## src/rtl/snoop_bus_arbiter_pkg.sv

```systemverilog
// Shared types for the snooping coherence bus arbiter.
//   NUM_CPUS / XLEN     : system defaults for requester count and address width
//   MAX_INFLIGHT_DEF    : default outstanding-transaction table depth
//   bus_tx_t, bus_msg_t : bus transaction kind and broadcast message
//   inflight_entry_t    : one slot of the outstanding-transaction table
package snoop_bus_arbiter_pkg;

  localparam int NUM_CPUS         = 4;
  localparam int XLEN             = 6;
  localparam int MAX_INFLIGHT_DEF = 2;
  localparam int SRC_W            = $clog2(NUM_CPUS);

  typedef enum logic [1:0] {
    IDLE = 2'd0,
    GETS = 2'd1,
    GETM = 2'd2,
    PUTM = 2'd3
  } bus_tx_t;

  typedef struct packed {
    logic             valid;
    logic [SRC_W-1:0] source;
    logic [XLEN-1:0]  addr;
    bus_tx_t          bus_tx;
  } bus_msg_t;

  typedef struct packed {
    logic            valid;
    logic [XLEN-1:0] addr;
  } inflight_entry_t;

endpackage

```

## src/rtl/snoop_bus_arbiter_rr.sv

```systemverilog
// Generic N-way round-robin picker.
//   elig_i : eligibility mask
//   ptr_i  : highest-priority index this cycle
//   gnt_o  : one-hot grant of the first eligible index at or after ptr_i,
//            wrapping N-1 -> 0; all zero when nothing is eligible
module snoop_bus_arbiter_rr #(
  parameter  int N     = 4,
  localparam int PTR_W = (N > 1) ? $clog2(N) : 1
) (
  input  logic [N-1:0]     elig_i,
  input  logic [PTR_W-1:0] ptr_i,
  output logic [N-1:0]     gnt_o
);

  logic             found;
  logic [PTR_W-1:0] idx;

  always_comb begin
    gnt_o = '0;
    found = 1'b0;
    idx   = '0;
    for (int k = 0; k < N; k++) begin
      idx = PTR_W'((int'(ptr_i) + k) % N);
      if (!found && elig_i[idx]) begin
        gnt_o[idx] = 1'b1;
        found      = 1'b1;
      end
    end
  end

endmodule

```

## src/rtl/snoop_bus_arbiter.sv

```systemverilog
// Round-robin arbiter / serializer for the snooping coherence bus.
// Grants at most one request per cycle, broadcasts the winner as a registered
// bus message one cycle later, and tracks up to MAX_INFLIGHT outstanding
// transactions so that a second request to a live address waits until the
// memory/xbar completion for that address arrives.
//
// Ports:
//   clk, rst_n    : clock, asynchronous active-low reset
//   req_valid     : per-requester request valid
//   req_msg       : per-requester message (valid/source fields ignored)
//   req_ready     : one-hot grant, combinational, same cycle as accept
//   bus_out       : registered broadcast message
//   cpl_valid/addr: transaction completion from memory/xbar
//   inflight_cnt  : occupied table entries (registered)
//   full          : inflight_cnt == MAX_INFLIGHT
//   cpl_err       : sticky, a completion matched no live entry
//
// Optional build macro: SNOOP_BUS_PUTM_PRIO_EN -- eligible PUTM requests win
// over GETS/GETM, round-robin among the PUTMs; otherwise pure round-robin.
// ADDR_W is expected to be <= XLEN.
module snoop_bus_arbiter
  import snoop_bus_arbiter_pkg::*;
#(
  parameter  int NUM_REQ      = NUM_CPUS,
  parameter  int MAX_INFLIGHT = MAX_INFLIGHT_DEF,
  parameter  int ADDR_W       = XLEN,
  localparam int CNT_W        = $clog2(MAX_INFLIGHT) + 1,
  localparam int PTR_W        = (NUM_REQ > 1) ? $clog2(NUM_REQ) : 1
) (
  input  logic                     clk,
  input  logic                     rst_n,
  input  logic [NUM_REQ-1:0]       req_valid,
  input  bus_msg_t [NUM_REQ-1:0]   req_msg,
  output logic [NUM_REQ-1:0]       req_ready,
  output bus_msg_t                 bus_out,
  input  logic                     cpl_valid,
  input  logic [ADDR_W-1:0]        cpl_addr,
  output logic [CNT_W-1:0]         inflight_cnt,
  output logic                     full,
  output logic                     cpl_err
);

  inflight_entry_t [MAX_INFLIGHT-1:0] tbl_q, tbl_d;
  logic [PTR_W-1:0]                   ptr_q, ptr_d;
  logic [CNT_W-1:0]                   cnt_q, cnt_d;
  logic                               err_q, err_d;
  bus_msg_t                           bus_q, bus_d;

  logic [MAX_INFLIGHT-1:0] cpl_hit;
  logic [MAX_INFLIGHT-1:0] live;
  logic                    has_free;
  logic [NUM_REQ-1:0]      addr_blk;
  logic [NUM_REQ-1:0]      elig;
  logic [NUM_REQ-1:0]      gnt;
  logic                    accept;
  logic [PTR_W-1:0]        win_idx;
  logic                    alloc_done;
  logic                    unused_fields;

  // Completion bypass: an entry hit by this cycle's completion is already
  // treated as free, both for address blocking and for capacity.
  always_comb begin
    cpl_hit = '0;
    live    = '0;
    for (int j = 0; j < MAX_INFLIGHT; j++) begin
      cpl_hit[j] = cpl_valid && tbl_q[j].valid &&
                   (tbl_q[j].addr[ADDR_W-1:0] == cpl_addr);
      live[j]    = tbl_q[j].valid && !cpl_hit[j];
    end
  end

  assign has_free = ~&live;

  always_comb begin
    addr_blk = '0;
    elig     = '0;
    for (int i = 0; i < NUM_REQ; i++) begin
      for (int j = 0; j < MAX_INFLIGHT; j++) begin
        if (live[j] && (tbl_q[j].addr[ADDR_W-1:0] == req_msg[i].addr[ADDR_W-1:0]))
          addr_blk[i] = 1'b1;
      end
      elig[i] = req_valid[i] && (req_msg[i].bus_tx != IDLE) &&
                !addr_blk[i] && has_free;
    end
  end

`ifdef SNOOP_BUS_PUTM_PRIO_EN
  logic [NUM_REQ-1:0] putm_elig;
  logic [NUM_REQ-1:0] putm_gnt;
  logic [NUM_REQ-1:0] all_gnt;

  always_comb begin
    putm_elig = '0;
    for (int i = 0; i < NUM_REQ; i++)
      putm_elig[i] = elig[i] && (req_msg[i].bus_tx == PUTM);
  end

  snoop_bus_arbiter_rr #(.N(NUM_REQ)) u_rr_putm (
    .elig_i (putm_elig),
    .ptr_i  (ptr_q),
    .gnt_o  (putm_gnt)
  );

  snoop_bus_arbiter_rr #(.N(NUM_REQ)) u_rr_all (
    .elig_i (elig),
    .ptr_i  (ptr_q),
    .gnt_o  (all_gnt)
  );

  // Any eligible PUTM pre-empts the plain round-robin choice.
  assign gnt = (|putm_gnt) ? putm_gnt : all_gnt;
`else
  snoop_bus_arbiter_rr #(.N(NUM_REQ)) u_rr_all (
    .elig_i (elig),
    .ptr_i  (ptr_q),
    .gnt_o  (gnt)
  );
`endif

  assign req_ready = gnt;
  assign accept    = |(req_valid & gnt);

  // The valid/source fields of incoming messages carry no meaning here.
  always_comb begin
    unused_fields = 1'b0;
    for (int i = 0; i < NUM_REQ; i++)
      unused_fields = unused_fields ^ req_msg[i].valid ^ (^req_msg[i].source);
  end

  always_comb begin
    win_idx = '0;
    for (int i = 0; i < NUM_REQ; i++)
      if (gnt[i]) win_idx = PTR_W'(i);
  end

  always_comb begin
    tbl_d      = tbl_q;
    alloc_done = 1'b0;
    for (int j = 0; j < MAX_INFLIGHT; j++)
      if (cpl_hit[j]) tbl_d[j].valid = 1'b0;
    // Lowest free slot (after bypass) takes the newly accepted address.
    if (accept) begin
      for (int j = 0; j < MAX_INFLIGHT; j++) begin
        if (!alloc_done && !live[j]) begin
          tbl_d[j].valid = 1'b1;
          tbl_d[j].addr  = req_msg[win_idx].addr;
          alloc_done     = 1'b1;
        end
      end
    end
  end

  always_comb begin
    ptr_d = ptr_q;
    if (accept)
      ptr_d = (win_idx == PTR_W'(NUM_REQ - 1)) ? '0 : win_idx + PTR_W'(1);
  end

  assign cnt_d = cnt_q + CNT_W'(accept) - CNT_W'(|cpl_hit);
  assign err_d = err_q | (cpl_valid & ~|cpl_hit);

  // Without an accept the broadcast fields hold; only valid drops.
  always_comb begin
    bus_d       = bus_q;
    bus_d.valid = 1'b0;
    if (accept) begin
      bus_d.valid  = 1'b1;
      bus_d.source = SRC_W'(win_idx);
      bus_d.addr   = req_msg[win_idx].addr;
      bus_d.bus_tx = req_msg[win_idx].bus_tx;
    end
  end

  always_ff @(posedge clk or negedge rst_n) begin
    if (!rst_n) begin
      tbl_q <= '0;
      ptr_q <= '0;
      cnt_q <= '0;
      err_q <= 1'b0;
      bus_q <= '{valid: 1'b0, source: '0, addr: '0, bus_tx: IDLE};
    end else begin
      tbl_q <= tbl_d;
      ptr_q <= ptr_d;
      cnt_q <= cnt_d;
      err_q <= err_d;
      bus_q <= bus_d;
    end
  end

  assign bus_out      = bus_q;
  assign inflight_cnt = cnt_q;
  assign full         = (cnt_q == CNT_W'(MAX_INFLIGHT));
  assign cpl_err      = err_q;

endmodule
```

## config.mk

```make
export PLATFORM = sky130hd
export DESIGN_NAME = snoop_bus_arbiter
export DESIGN_NICKNAME = d
export VERILOG_FILES = /design/src/rtl/snoop_bus_arbiter_pkg.sv /design/src/rtl/snoop_bus_arbiter_rr.sv /design/src/rtl/snoop_bus_arbiter.sv
export SDC_FILE = /design/constraint.sdc
export NUM_CORES = 1
export LEC_CHECK = 0
export BUFFER_PORTS_ARGS = -buffer_cell sky130_fd_sc_hd__buf_2
export CAP_MARGIN = 20
export CORE_ASPECT_RATIO = 0.5
export CORE_MARGIN = 2
export CORE_UTILIZATION = 55
export CTS_CLUSTER_SIZE = 14
export DETAILED_ROUTE_END_ITERATION = 16
export GPL_TIMING_DRIVEN = 0
export PLACE_DENSITY = 0.87
export SYNTH_ARGS = -nofsm -noshare
export SYNTH_HDL_FRONTEND = slang
export SYNTH_HIERARCHICAL = 1
export SYNTH_SLANG_ARGS = --single-unit
```

## constraint.sdc

```tcl
create_clock -name clk -period 7.85 [get_ports clk]
set_clock_uncertainty 0.1 [all_clocks]
set_input_delay 0.785 -clock clk [delete_from_list [all_inputs] [get_ports clk]]
set_output_delay 0.785 -clock clk [all_outputs]
set_load 0.01 [all_outputs]
```

==> impl_metrics.ini <==
[floorplan]
die-height_um = 52.57
core-area_mm2 = 0.004467
floorplan.initialDensity_pct = 58.10
die_w_um = 101.1
row_count = 17
fp.dieArea_mm2 = 0.005317
design.portCount = 76

[detailed_routing]
totalWireLength_um = 7052
detailedRoute.firstPassIterationCount = 5
drc = 0
route.detailed.vias_per_inst = 5.908
wl_per_cell_um = 17.99
vias = 2316
antenna_left = 0
detailedRoute.firstIterationViolations = 160

[clock_network]
ctsHoldBuffers = 0
ctsLongestPathBuffers = 2
insertion_delay_of_the_later_clocked_pin_in_the_worst_skew_pair_ns = 0.30
post_cts_resize_count = 0
numClockSinks = 30
clock_tree.root_cell = sky130_fd_sc_hd__clkbuf_8
cts_tree = built
htree_levels = 2
clk_pin_slew_ns = 0.07
number_of_setup_buffers_added_after_cts = 0
cts-buffers-inserted = 5

[cells_and_area]
fin_cells = 392
stdcell_area_mm2 = 0.003077
nNetsFinal = 399
num_antenna_cells = 0
syn2layout_area_growth_pct = 18.56
final_common_cell = sky130_fd_sc_hd__buf_2
fillers = 359
final_layout_size_suffix_gt1_share_pct = 34.33
final_cell_mix = 71 x sky130_fd_sc_hd__buf_2, 42 x sky130_fd_sc_hd__xnor2_1, 30 x sky130_fd_sc_hd__dfrtp_1
finalCoreUtilization_pct = 68.88

[worst_setup_path]
cp_data_required_time_ns = 7.96
critical_path.slowest_cell = sky130_fd_sc_hd__a2111oi_0
cp_data_arrival_time_ns = 5.29
critPathMostFrequentCell = sky130_fd_sc_hd__xnor2_1
timing.critical_path.from_type = primary input
crit_path_end_kind = register
critical_path.max_stage_delay_ns = 0.74
worst-r2r-setup-slack_ns = 2.75
endpoint = inflight_cnt[1]
reg2reg_depth = 20
path_max_fanout = 10
reg2reg_to = inflight_cnt[1]
cp-startpoint = cpl_addr[2]
regToRegStartpoint = tbl_q[2]
crit_path_cell_trace = buf_2 > xnor2_1 > nand4_1 > o41ai_4 > nor2_1 > a2111oi_0 > mux4_2 > buf_6 > nor2_1 > nand2_1 > o211ai_1 > a22oi_1 > a21boi_0 > and2_1 > buf_2 > ha_1 > inv_1 > ha_1 > xnor2_1 > xnor2_1
path_class = primary input to register

[logic_synthesis]
netlist.top_cell.by_area = sky130_fd_sc_hd__dfrtp_1
synth_top_area_share_pct = 28.93
syn_area_per_cell_um2 = 9.830
synth-edff-count = 0
leading_post_synthesis_cells_by_cell_area = sky130_fd_sc_hd__dfrtp_1 29%, sky130_fd_sc_hd__xnor2_1 14%, sky130_fd_sc_hd__mux2_2 7.8%
ys.warnings.count = 6
synth_top_flop_cell = sky130_fd_sc_hd__dfrtp_1
synthCells = 264
synth.ff_latch_count = 30
ys_seq_area_share_pct = 28.93
async_reset_ff_share_pct = 100.0
synthesis.nets = 329
syn_area_mm2 = 0.002595
synth.distinct_cells = 40

[grt]
grt_first_pass_wirelength_um = 11160
track_usage_pct = 28.93
grt_max_degree = 31
grt_antenna_before_repair = 0
grt_pass1_vias = 2253
grt_overflow_total = 0

[timing]
timing.final.max_slew_violations = 0
fin_tns_setup_ns = 0
timing_hold_violations_final = 0
max_slew_margin_pct = 42.61
maximum_clock_frequency_mhz = 192.9
finalSetupViolations = 0
finalWorstPathRequiredPeriod_ns = 5.185
rsz0062_at_grt = false
worst_slew_pin_slew_ns = 0.8392
min_period_over_period_pct = 66.05

[power_and_ir_drop]
power.total_mw = 1.203
power.density_cell_area_mw_per_mm2 = 390.9
peakVddDrop_mv = 0.2117
power.leakage_nw = 1.317

[placement]
number_of_instances_in_the_placed_design = 384
portBuffers = 63
dp_hpwl_um = 5520
dpl_cell_area_mm2 = 0.002982
gp_routability_congestion = 0.9059

[min_path]
timing.hold.worst.class = register to register
timing.hold.worst_path_depth = 1

[job]
max_cap_violations = 0

[status]
run_status = finished clean
==> synthesized netlist by cell type, types with 3 or more instances <==
library cell                 n
sky130_fd_sc_hd__nor4_1      5
sky130_fd_sc_hd__buf_2       8
sky130_fd_sc_hd__nor2_1     11
sky130_fd_sc_hd__o211ai_1    4
sky130_fd_sc_hd__mux2i_1    10
sky130_fd_sc_hd__o21ai_0    15
sky130_fd_sc_hd__nand2_1    20
sky130_fd_sc_hd__dfrtp_1    30
sky130_fd_sc_hd__ha_1        8
sky130_fd_sc_hd__inv_1       8
sky130_fd_sc_hd__mux2_2     18
sky130_fd_sc_hd__a21oi_1    10
sky130_fd_sc_hd__buf_6       5
sky130_fd_sc_hd__nor3_1      6
sky130_fd_sc_hd__clkbuf_1    3
sky130_fd_sc_hd__nand4_1    10
sky130_fd_sc_hd__xor2_1     20
sky130_fd_sc_hd__xnor2_1    42
sky130_fd_sc_hd__a2111oi_0   3
sky130_fd_sc_hd__a21o_2      4
==> registers in the layout (all words and copies together), names as in the netlist <==
register and flops:
ptr_q 2, inflight_cnt 2, bus_out 11, tbl_q 14
cpl_err 1
==> worst min-delay path by stage <==
| stage | from | end | slack, ns |
|---|---|---|---|
| after floorplan | rst_n | bus_out[0] | 0.39 |
| after global placement | cpl_err | cpl_err | 0.35 |
| after detailed placement | cpl_err | cpl_err | 0.36 |
| after CTS | cpl_err | cpl_err | 0.38 |
| after global routing | bus_out[1] | bus_out[1] | 0.41 |
| final | cpl_err | cpl_err | 0.38 |
==> layout make-up <==
cell class / count / area [um2] / share of cell area, %
Buffer: 19 / 126.4 / 4.107
Clock inverter: 2 / 12.51 / 0.4067
Multi-Input combinational cell: 206 / 1684 / 54.74
Sequential cell: 30 / 750.7 / 24.40
Tap cell: 57 / 71.32 / 2.318
Timing Repair Buffer: 63 / 315.3 / 10.25
Inverter: 9 / 33.78 / 1.098
Clock buffer: 6 / 82.58 / 2.684
==> layer usage <==
metal | wire length (um) | vias to the layer above | global-route usage [%]
met4 | 129 | 0 | 10.36
met5 | 0 | - | 0
li1 | - | 1065 | -
met1 | 2923 | 1111 | 36.76
met3 | 549 | 21 | 5.333
met2 | 3449 | 119 | 50.11
==> kinds of logic after synthesis <==
kind of cell | synth area share, %
xor+xnor | 20.93
simple gates | 11.91
compound gates | 12.78
mux | 15.43
flops | 28.93
buf+inv | 6.171
fa+ha+maj | 3.857
==> worst max-delay path, delay by kind of cell <==
family | cells | cell delay, ns
AOI/OAI and AO/OA | 5 | 1.91
xor gates and xnor gates | 3 | 0.45
adders and majority gates | 2 | 0.42
buffers and inverters | 4 | 0.56
muxes | 1 | 0.42
and+or+nand+nor | 5 | 0.76
==> power breakdown <==
part	total (mW)	internal (mW)	leakage [nW]	switching [mW]
sequential	0.265	0.226	0.357	0.0393
clock	0.137	0.0704	0.0472	0.0669
combinational	0.801	0.349	0.912	0.451
total	1.20	0.645	1.32	0.557
==> stage by stage <==
step	setup slack, ns	hold slack, ns
2_1_floorplan	3.195	0.3894
3_3_place_gp	2.646	0.3531
3_5_place_dp	2.412	0.3571
4_1_cts	2.701	0.3764
5_1_grt	2.111	0.4107
6_report	2.665	0.3818
Power figures use the tool's default switching activity.
